### src/rtl/clk_div_pkg.sv
// clk_div_pkg: shared constants and types for the clock divider bank.
//   MIN_DIV   : smallest usable divide ratio; requests below it saturate here.
//   CNT_W_DEF : default divide-ratio / counter width.
//   CNT_W_MAX : widest supported ratio; sizes the configuration record.
//   ch_cfg_t  : one channel's configuration {div, en}.
package clk_div_pkg;

  localparam int MIN_DIV   = 2;
  localparam int CNT_W_DEF = 16;
  localparam int CNT_W_MAX = 24;

  typedef struct packed {
    logic [CNT_W_MAX-1:0] div;
    logic                 en;
  } ch_cfg_t;

endpackage

### src/rtl/clk_div_ch.sv
// clk_div_ch: one divider channel (period counter, pending config, output flops).
//   clk_24m : sole clock, rising edge.
//   rstn    : asynchronous active-low reset.
//   wr_i    : configuration write addressed to this channel.
//   div_i   : requested divide ratio.
//   en_i    : requested enable.
//   sync_i  : phase-alignment request (ignored while stopped).
//   clk_o   : registered divided clock.
//   tick_o  : registered one-cycle pulse in the cycle clk_o rises.
//   pend_o  : a written configuration waits for the period boundary.
module clk_div_ch
  import clk_div_pkg::*;
#(
  parameter int   CNT_W   = CNT_W_DEF,
  parameter int   RST_DIV = 2,
  parameter logic RST_EN  = 1'b0
) (
  input  logic             clk_24m,
  input  logic             rstn,
  input  logic             wr_i,
  input  logic [CNT_W-1:0] div_i,
  input  logic             en_i,
  input  logic             sync_i,
  output logic             clk_o,
  output logic             tick_o,
  output logic             pend_o
);

  function automatic logic [CNT_W_MAX-1:0] sat_div(input logic [CNT_W-1:0] v);
    if (v < CNT_W'(MIN_DIV)) return CNT_W_MAX'(MIN_DIV);
    return CNT_W_MAX'(v);
  endfunction

  localparam ch_cfg_t RST_CFG = '{div: sat_div(CNT_W'(RST_DIV)), en: RST_EN};

  ch_cfg_t          cur_q, cur_d;   // active configuration
  ch_cfg_t          pnd_q, pnd_d;   // configuration waiting for the boundary
  logic             pend_q, pend_d;
  logic             run_q, run_d;   // channel currently producing periods
  logic [CNT_W-1:0] cnt_q, cnt_d;
  logic             clk_q, clk_d;
  logic             tick_q, tick_d;

  ch_cfg_t          new_cfg;
  logic             wrap;

  always_comb begin
    cur_d   = cur_q;
    pnd_d   = pnd_q;
    pend_d  = pend_q;
    run_d   = run_q;
    cnt_d   = cnt_q;
    new_cfg = '{div: sat_div(div_i), en: en_i};
    wrap    = (CNT_W_MAX'(cnt_q) == cur_q.div - CNT_W_MAX'(1));

    if (wr_i && (!run_q || sync_i)) begin
      // Stopped channel, or write coinciding with sync: start a fresh period now.
      cur_d  = new_cfg;
      run_d  = en_i;
      cnt_d  = '0;
      pend_d = 1'b0;
    end else if (!run_q) begin
      // Enabled out of reset but not yet started: first edge begins period 0.
      if (cur_q.en) begin
        run_d = 1'b1;
        cnt_d = '0;
      end
    end else if (sync_i || wrap) begin
      // Period boundary: a write landing on it takes effect directly,
      // otherwise any pending configuration is committed.
      cnt_d  = '0;
      pend_d = 1'b0;
      if (wr_i) begin
        cur_d = new_cfg;
        run_d = en_i;
      end else if (pend_q) begin
        cur_d = pnd_q;
        run_d = pnd_q.en;
      end
    end else begin
      cnt_d = cnt_q + CNT_W'(1);
      if (wr_i) begin
        pnd_d  = new_cfg;
        pend_d = 1'b1;
      end
    end

    // Outputs are decoded from next state so they line up with cnt_q.
    clk_d  = run_d && (CNT_W_MAX'(cnt_d) < (cur_d.div >> 1));
    tick_d = run_d && (cnt_d == '0);
  end

  always_ff @(posedge clk_24m or negedge rstn) begin
    if (!rstn) begin
      cur_q  <= RST_CFG;
      pnd_q  <= '0;
      pend_q <= 1'b0;
      run_q  <= 1'b0;
      cnt_q  <= '0;
      clk_q  <= 1'b0;
      tick_q <= 1'b0;
    end else begin
      cur_q  <= cur_d;
      pnd_q  <= pnd_d;
      pend_q <= pend_d;
      run_q  <= run_d;
      cnt_q  <= cnt_d;
      clk_q  <= clk_d;
      tick_q <= tick_d;
    end
  end

  assign clk_o  = clk_q;
  assign tick_o = tick_q;
  assign pend_o = pend_q;

endmodule

### src/rtl/clk_div_bank.sv
// clk_div_bank: N_CH independent integer clock dividers on clk_24m.
//   clk_24m  : sole clock, rising edge.
//   rstn     : asynchronous active-low reset.
//   cfg_wr   : single-cycle configuration write strobe.
//   cfg_ch   : channel addressed by cfg_wr.
//   cfg_div  : requested divide ratio (0 and 1 run as 2).
//   cfg_en   : requested channel enable.
//   sync_req : realign all running channels to period start.
//   clk_out  : registered divided clock per channel (data, never a flop clock).
//   tick     : per-channel clock enable, high in the cycle clk_out rises.
//   cfg_pend : per-channel configuration waiting for the period boundary.
module clk_div_bank
  import clk_div_pkg::*;
#(
  parameter int   N_CH    = 4,
  parameter int   CNT_W   = CNT_W_DEF,
  parameter int   RST_DIV = 2,
  parameter logic RST_EN  = 1'b0,
  localparam int  CH_W    = (N_CH > 1) ? $clog2(N_CH) : 1
) (
  input  logic            clk_24m,
  input  logic            rstn,
  input  logic            cfg_wr,
  input  logic [CH_W-1:0] cfg_ch,
  input  logic [CNT_W-1:0] cfg_div,
  input  logic            cfg_en,
  input  logic            sync_req,
  output logic [N_CH-1:0] clk_out,
  output logic [N_CH-1:0] tick,
  output logic [N_CH-1:0] cfg_pend
);

  for (genvar i = 0; i < N_CH; i++) begin : g_ch
    logic wr_sel;
    assign wr_sel = cfg_wr && (cfg_ch == CH_W'(i));

    clk_div_ch #(
      .CNT_W   (CNT_W),
      .RST_DIV (RST_DIV),
      .RST_EN  (RST_EN)
    ) u_ch (
      .clk_24m (clk_24m),
      .rstn    (rstn),
      .wr_i    (wr_sel),
      .div_i   (cfg_div),
      .en_i    (cfg_en),
      .sync_i  (sync_req),
      .clk_o   (clk_out[i]),
      .tick_o  (tick[i]),
      .pend_o  (cfg_pend[i])
    );
  end

endmodule
### config.mk
export PLATFORM = sky130hd
export DESIGN_NAME = clk_div_bank
export DESIGN_NICKNAME = d
export VERILOG_FILES = /design/src/rtl/clk_div_pkg.sv /design/src/rtl/clk_div_ch.sv /design/src/rtl/clk_div_bank.sv
export SDC_FILE = /design/constraint.sdc
export NUM_CORES = 1
export LEC_CHECK = 0
export ABC_AREA = 0
export CORE_ASPECT_RATIO = 0.5
export CORE_MARGIN = 2
export CORE_UTILIZATION = 64
export CTS_CLUSTER_SIZE = 28
export DETAILED_ROUTE_END_ITERATION = 16
export PLACE_DENSITY = 0.9
export RECOVER_POWER = 100
export REMOVE_ABC_BUFFERS = 1
export SLEW_MARGIN = 20
export SYNTH_ARGS = -nofsm -noshare
export SYNTH_HDL_FRONTEND = slang
export SYNTH_SLANG_ARGS = --single-unit
### constraint.sdc
create_clock -name clk_24m -period 6.3 [get_ports clk_24m]
set_input_delay 1.89 -clock clk_24m [delete_from_list [all_inputs] [get_ports clk_24m]]
set_output_delay 1.89 -clock clk_24m [all_outputs]
set_load 0.05 [all_outputs]
== Word-level counts from Yosys, hierarchy flattened ==
Cells that the tools add are included.
Operators by class
  $add $sub $neg: 8
  magnitude comparators: 5
  equal/unequal tests: 7
  mux-type cells: 79
  bitwise logic cells: 8
  reductions and logical operators: 61
Operators by type and width (count)
  2-to-1 mux 25 bit: 20
  2-to-1 mux 16 bit: 16
  equality test 16 x 24 -> 1 bit: 4
  subtractor 24 x 1 -> 24 bit, second input constant: 4
  < comparator 16 x 23 -> 1 bit: 4
  adder 16 x 1 -> 16 bit, second input constant: 4
  zero test 16 bit: 4
  2-to-1 mux 24 bit: 2
  2-to-1 mux 1 bit: 41
  nonzero test 3 bit: 8
  logical AND 1 bit: 16
  < comparator 16 x 2 -> 1 bit, second input constant: 1
  AND reduction 4 bit: 4
  nonzero test 2 bit: 8
  AND reduction 3 bit: 4
  logical OR 1 bit: 8
  inverter 1 bit: 8
  AND reduction 2 bit: 4
  equality test 2 bit, second input constant: 2
  zero test 1 bit: 4
  equality test 2 x 1 -> 1 bit, second input constant: 1
  zero test 2 bit: 1
Word-level totals
  register bits after elaboration: 280
  input port bits: 23
  output and inout port bits: 12
  logic and storage cells: 208

== Depth between registers and ports, before layout ==
Gate-level depths: netlist of the first run.
  word-level depth: 9
  depth in mapped cells: 25

== Modules after synthesis ==
A second synthesis of the first run with hierarchy kept.
Unflattened totals
  cell total of the unflattened synthesis: 2062
  area, all modules: 18382.6 um^2
Modules (own cells, without submodules)
  clk_div_ch (g_ch[1].u_ch ...): times used 2, cells each 535, area an instance 4621.9 um^2, sequential area each 1552.7 um^2
  clk_div_ch (g_ch[0].u_ch): times used 1, cells each 492, area an instance 4568.1 um^2, sequential area each 1552.7 um^2
  clk_div_ch (g_ch[3].u_ch): times used 1, cells each 496, area an instance 4533.1 um^2, sequential area each 1552.7 um^2
  clk_div_bank: times used 1, cells each 4, area an instance 37.5 um^2, sequential area each 0.0 um^2

== Worst setup path before layout of the first run ==
No wires, ideal clock.
  kind: input to register
  start point: input sync_req
  end point: register g_ch[3].u_ch.clk_q
  data arrival time: 4764 ps
  path slack: 1471 ps
  stages on the path: 19
  buffers on the path: 3
  cells stage by stage: clkbuf_1 -> and2_1 -> a31o_2 -> buf_4 -> nand2_1 -> clkbuf_1 -> nor2_1 -> or2_1 -> ha_1 -> a21o_1 -> a21o_1 -> a21oi_1 -> nor2b_1 -> o21ai_0 -> nand2b_1 -> a211oi_1 -> o21ai_0 -> a31oi_1 -> o21a_1
Between the ends
  longest elaborated chain between the ends: 6
  elaborated cells on any way between the ends: 14
  those cells by class: 1 x order compare; 9 x mux; 4 x reduce/logical
RTL lines
  start: declaration: line clk_div_bank.sv:27  | input logic sync_req,
  logical OR 1 bit: line clk_div_ch.sv:68  | end else if (sync_i || wrap) begin
  2-to-1 mux 16 bit or 2-to-1 mux 25 bit (tied branches): line clk_div_ch.sv:68
  2-to-1 mux 16 bit or 2-to-1 mux 25 bit (tied branches): line clk_div_ch.sv:62  | end else if (!run_q) begin
  2-to-1 mux 16 bit or 2-to-1 mux 25 bit (tied branches): line clk_div_ch.sv:56  | if (wr_i && (!run_q || sync_i)) begin
  < comparator 16 x 23 -> 1 bit: line clk_div_ch.sv:89  | clk_d = run_d && (CNT_W_MAX'(cnt_d) < (cur_d.div >> 1));
  logical AND 1 bit (*): line clk_div_ch.sv:89
  net g_ch[3].u_ch.clk_d: line clk_div_ch.sv:41  | logic clk_q, clk_d;
  end signal: assignment: line clk_div_ch.sv:108  | clk_q <= clk_d;
  end: declaration: line clk_div_ch.sv:41
Mark *: on every way through the listed nets, which the timed path passes. The rest lies on a longest branch. The select of a mux whose other input is x is not followed.
A chain may end at the register's enable or synchronous reset.

== Worst setup path in the final report of the first run ==
  start point: input sync_req
  end point: register g_ch[0].u_ch.clk_q
Between the ends
  longest elaborated chain between the ends: 6
  elaborated cells on any way between the ends: 14
  those cells by class: 1 x order compare; 9 x mux; 4 x reduce/logical
RTL lines (line)
  logical OR 1 bit: clk_div_ch.sv:68
  2-to-1 mux 16 bit or 2-to-1 mux 25 bit (tied branches): clk_div_ch.sv:68
  2-to-1 mux 16 bit or 2-to-1 mux 25 bit (tied branches): clk_div_ch.sv:62
  2-to-1 mux 16 bit or 2-to-1 mux 25 bit (tied branches): clk_div_ch.sv:56
  < comparator 16 x 23 -> 1 bit: clk_div_ch.sv:89
  logical AND 1 bit (*): clk_div_ch.sv:89
  net g_ch[0].u_ch.clk_d: clk_div_ch.sv:41
  end signal: assignment: clk_div_ch.sv:108
  end: declaration: clk_div_ch.sv:41
Marks and branches as above.

==> flow_summary.json, run 1 <==
{
  "status": "finished, violations left",
  "violations": "capacitance limit, slew limit",
  "yosysTopAreaCell": "dfrtp_1",
  "synthTopCellsByArea": "dfrtp_1, ha_1, mux2_2, nor2_1, o21ai_0",
  "drt-initial-drc-count": 1964,
  "drive_gt1_frac": 0.0867,
  "multi_input_area_um2": 9510,
  "hp-class": "flop to flop",
  "cts_buffers": 23,
  "die-area_um2": 27300,
  "detail-route-antenna-nets": 0,
  "numClockSinks": 248,
  "period_needed_ns": 5.91,
  "num-fill-cells": 1879,
  "synth_cell_types": 101,
  "io_pins": 35,
  "clock_skew_ns": 0.0268,
  "drt_wl_total_um": 46300,
  "drc": 0,
  "power.density_nw_per_um2": 363,
  "grt_pass1_vias": 13800,
  "synth-seq-cells": 248,
  "start_util": 0.655,
  "n_antenna_cell": 0,
  "hold_violations": 0,
  "synth_ff_type": "dfrtp_1",
  "cts-root-buf": "clkbuf_16",
  "fp.dieH_um": 118,
  "dp_hpwl_um": 33000,
  "overflow": 0,
  "cp-start-kind": "primary input",
  "routedWlPerCell_um": 21.7,
  "layout.cells.most_common": "dfrtp_1",
  "clk_pin_slew_ns": 0.07,
  "grt_pass1_wl_um": 74400,
  "place_congestion": 0.975,
  "clockBufferDepth": 3,
  "num_rows": 41,
  "max-slew-margin-rel": -1.04,
  "p_leak_nw": 7.31,
  "cp-end-kind": "flop",
  "fin_crit_sh": 0.938,
  "tightest_slew_ns": 3.06,
  "hold_buffers": 0,
  "layout.nets": 1863,
  "core_area_um2": 25300,
  "ys_async_sr_fraction": 1.00,
  "die_w_um": 232,
  "path_max_fanout": 16,
  "netlist_instances": 1823,
  "syn_area_um2": 16600,
  "syn_area_per_cell_um2": 9.11,
  "synth_top_area_frac": 0.368,
  "final_cell_mix": "dfrtp_1, nor2_1, nand2_1",
  "via_per_inst": 6.90,
  "grt_util_all_layers": 0.340,
  "ys_warn_count": 0,
  "worstPathRequired_ns": 6.75,
  "vias": 14700,
  "cap_viol_max_count": 3,
  "finalSetupTns_ns": 0,
  "peakVddDrop_v": 0.000199,
  "antenna_found_initial": 1,
  "fin_hold_ws_ns": 0.486,
  "cts.htree.levels": 1,
  "synthToLayoutAreaGrowth_pct": 5.71,
  "slew_viol_final": 149,
  "worstSetupPathType": "primary input to flop",
  "grt_max_degree": 119,
  "crit_arrival_ns": 6.36,
  "firstDrtPassIters": 8,
  "ys_seq_area_frac": 0.374,
  "port_buffers": 34,
  "max_freq_mhz": 169,
  "clk-insertion-delay-late_ns": 0.55,
  "seq_area_um2": 6210,
  "synth_edf_count": 0,
  "rsz0062_at_grt": "no",
  "finalSetupViolCount": 0,
  "cts_tree": "yes",
  "p_total_mw": 6.37
}
-- cells by family (layout without fill, tap and decap cells) --
| logic type | after synthesis | in the layout | synth area share |
|---|---|---|---|
| xor+xnor | 83 | 83 | 0.0446 |
| simple gates | 674 | 674 | 0.221 |
| buf+inv | 183 | 147 | 0.0499 |
| compound gates | 480 | 481 | 0.199 |
| flops | 248 | 248 | 0.374 |
| mux | 87 | 87 | 0.0601 |
| fa+ha+maj | 68 | 68 | 0.0512 |
-- worst max-delay path, stage by stage --
cell,delay [ns]
dlygate4sd3_1,0.66
clkbuf_1,0.39
inv_1,0.30
o211ai_1,0.38
nand2_1,0.53
a222oi_1,0.60
ha_1,0.35
nor2b_1,0.13
o21ai_0,0.19
nand2b_1,0.10
a21oi_1,0.14
o21ai_0,0.11
nand3_1,0.11
nand2_1,0.06
a31o_1,0.18
a21oi_1,0.21
-- power breakdown --
part / switching (mW) / leakage (nW) / internal, mW
registers: 0.691 / 3.11 / 2.01
clock network: 0.635 / 0.364 / 0.798
logic: 1.25 / 3.84 / 0.990
-- per-stage QoR --
step / setup WS (ns) / instances / utilization / area, um^2
after floorplan: 1.25 / 1695 / - / 16000
after global placement: 0.665 / 2090 / 0.667 / 16900
after detailed placement: 0.533 / 2090 / 0.667 / 16900
after CTS: 0.524 / 2131 / 0.696 / 17600
after global routing: 0.0323 / 2132 / 0.693 / 17600
final: 0.393 / 2132 / 0.693 / 17600
-- Yosys cell counts, drive strengths merged, types with 7 or more instances --
master and n:
a21boi 7, nor4 35, ha 68, buf 54, o21a 45, or2 18
nor3 44, o22a 29, xor2 31, nor4b 9, or4 12, o211ai 11
a22oi 8, a22o 7, nand3 64, nand2 121, clkbuf 74, and4 11
or3 20, o2111ai 7, nand3b 11, inv 54, mux2i 16, a21oi 94
dfrtp 244, o221a 9, mux2 71, nor2 153, and2 25, o221ai 15
nor2b 42, and3 13, nand4 36, a31oi 11, nor3b 16, xnor2 51
o21ai 113, a2111oi 9, a21o 22, o22ai 18, nand2b 30, o31ai 14
a211oi 9
-- registers in the layout, indices dropped and copies added (netlist names) --
name and flops:
g_ch.u_ch.cnt_q 64, g_ch.u_ch.pnd_q 68, g_ch.u_ch.run_q 4, g_ch.u_ch.clk_o 4
g_ch.u_ch.pend_o 4, g_ch.u_ch.cur_q 100, g_ch.u_ch.tick_o 4
-- metal layers --
metal	wire, um	GRT usage	part of all wire
met5	13	0	0.00028
met4	1650	0.113	0.036
met3	5820	0.0877	0.13
met1	19100	0.488	0.41
met2	19700	0.500	0.43
-- what timing repair did --
item                                   4_1_cts  5_1_grt
endpoints found under the hold margin        0        0
setup buffers                                0        0
setup endpoints to repair                    0        1
gates resized for setup                      0        0
-- path summary, 6_finish.rpt --
check | start | endpoint | slack [ns] | cells past startpoint
max | sync_req | g_ch[0].u_ch.clk_o | 0.39 | 16
min | g_ch[0].u_ch.cur_q[24] | g_ch[0].u_ch.cur_q[24] | 0.49 | 1
max reg2reg | g_ch[0].u_ch.cur_q[5] | g_ch[0].u_ch.clk_o | 0.40 | 18
min reg2reg | g_ch[0].u_ch.cur_q[24] | g_ch[0].u_ch.cur_q[24] | 0.49 | 1
max in group asynchronous | rstn | g_ch[0].u_ch.cur_q[14] | 1.55 | 2
min in group asynchronous | rstn | g_ch[2].u_ch.cur_q[20] | 2.34 | 1
-- final cells by class --
type,count,area share
sequential,248,0.354
clock buffer,34,0.0369
tap,344,0.0245
multi-input combinational,1393,0.542
clock inverter,7,0.00570
inverter,55,0.0118
timing repair buffer,51,0.0255
Power figures use the tool's default switching activity.
==> run 2: changes to the inputs <==
Settings changed: ABC_AREA 0 to default.
==> results of run 2 <==
Final layout, timing and power as in run 1 (identical DEF).
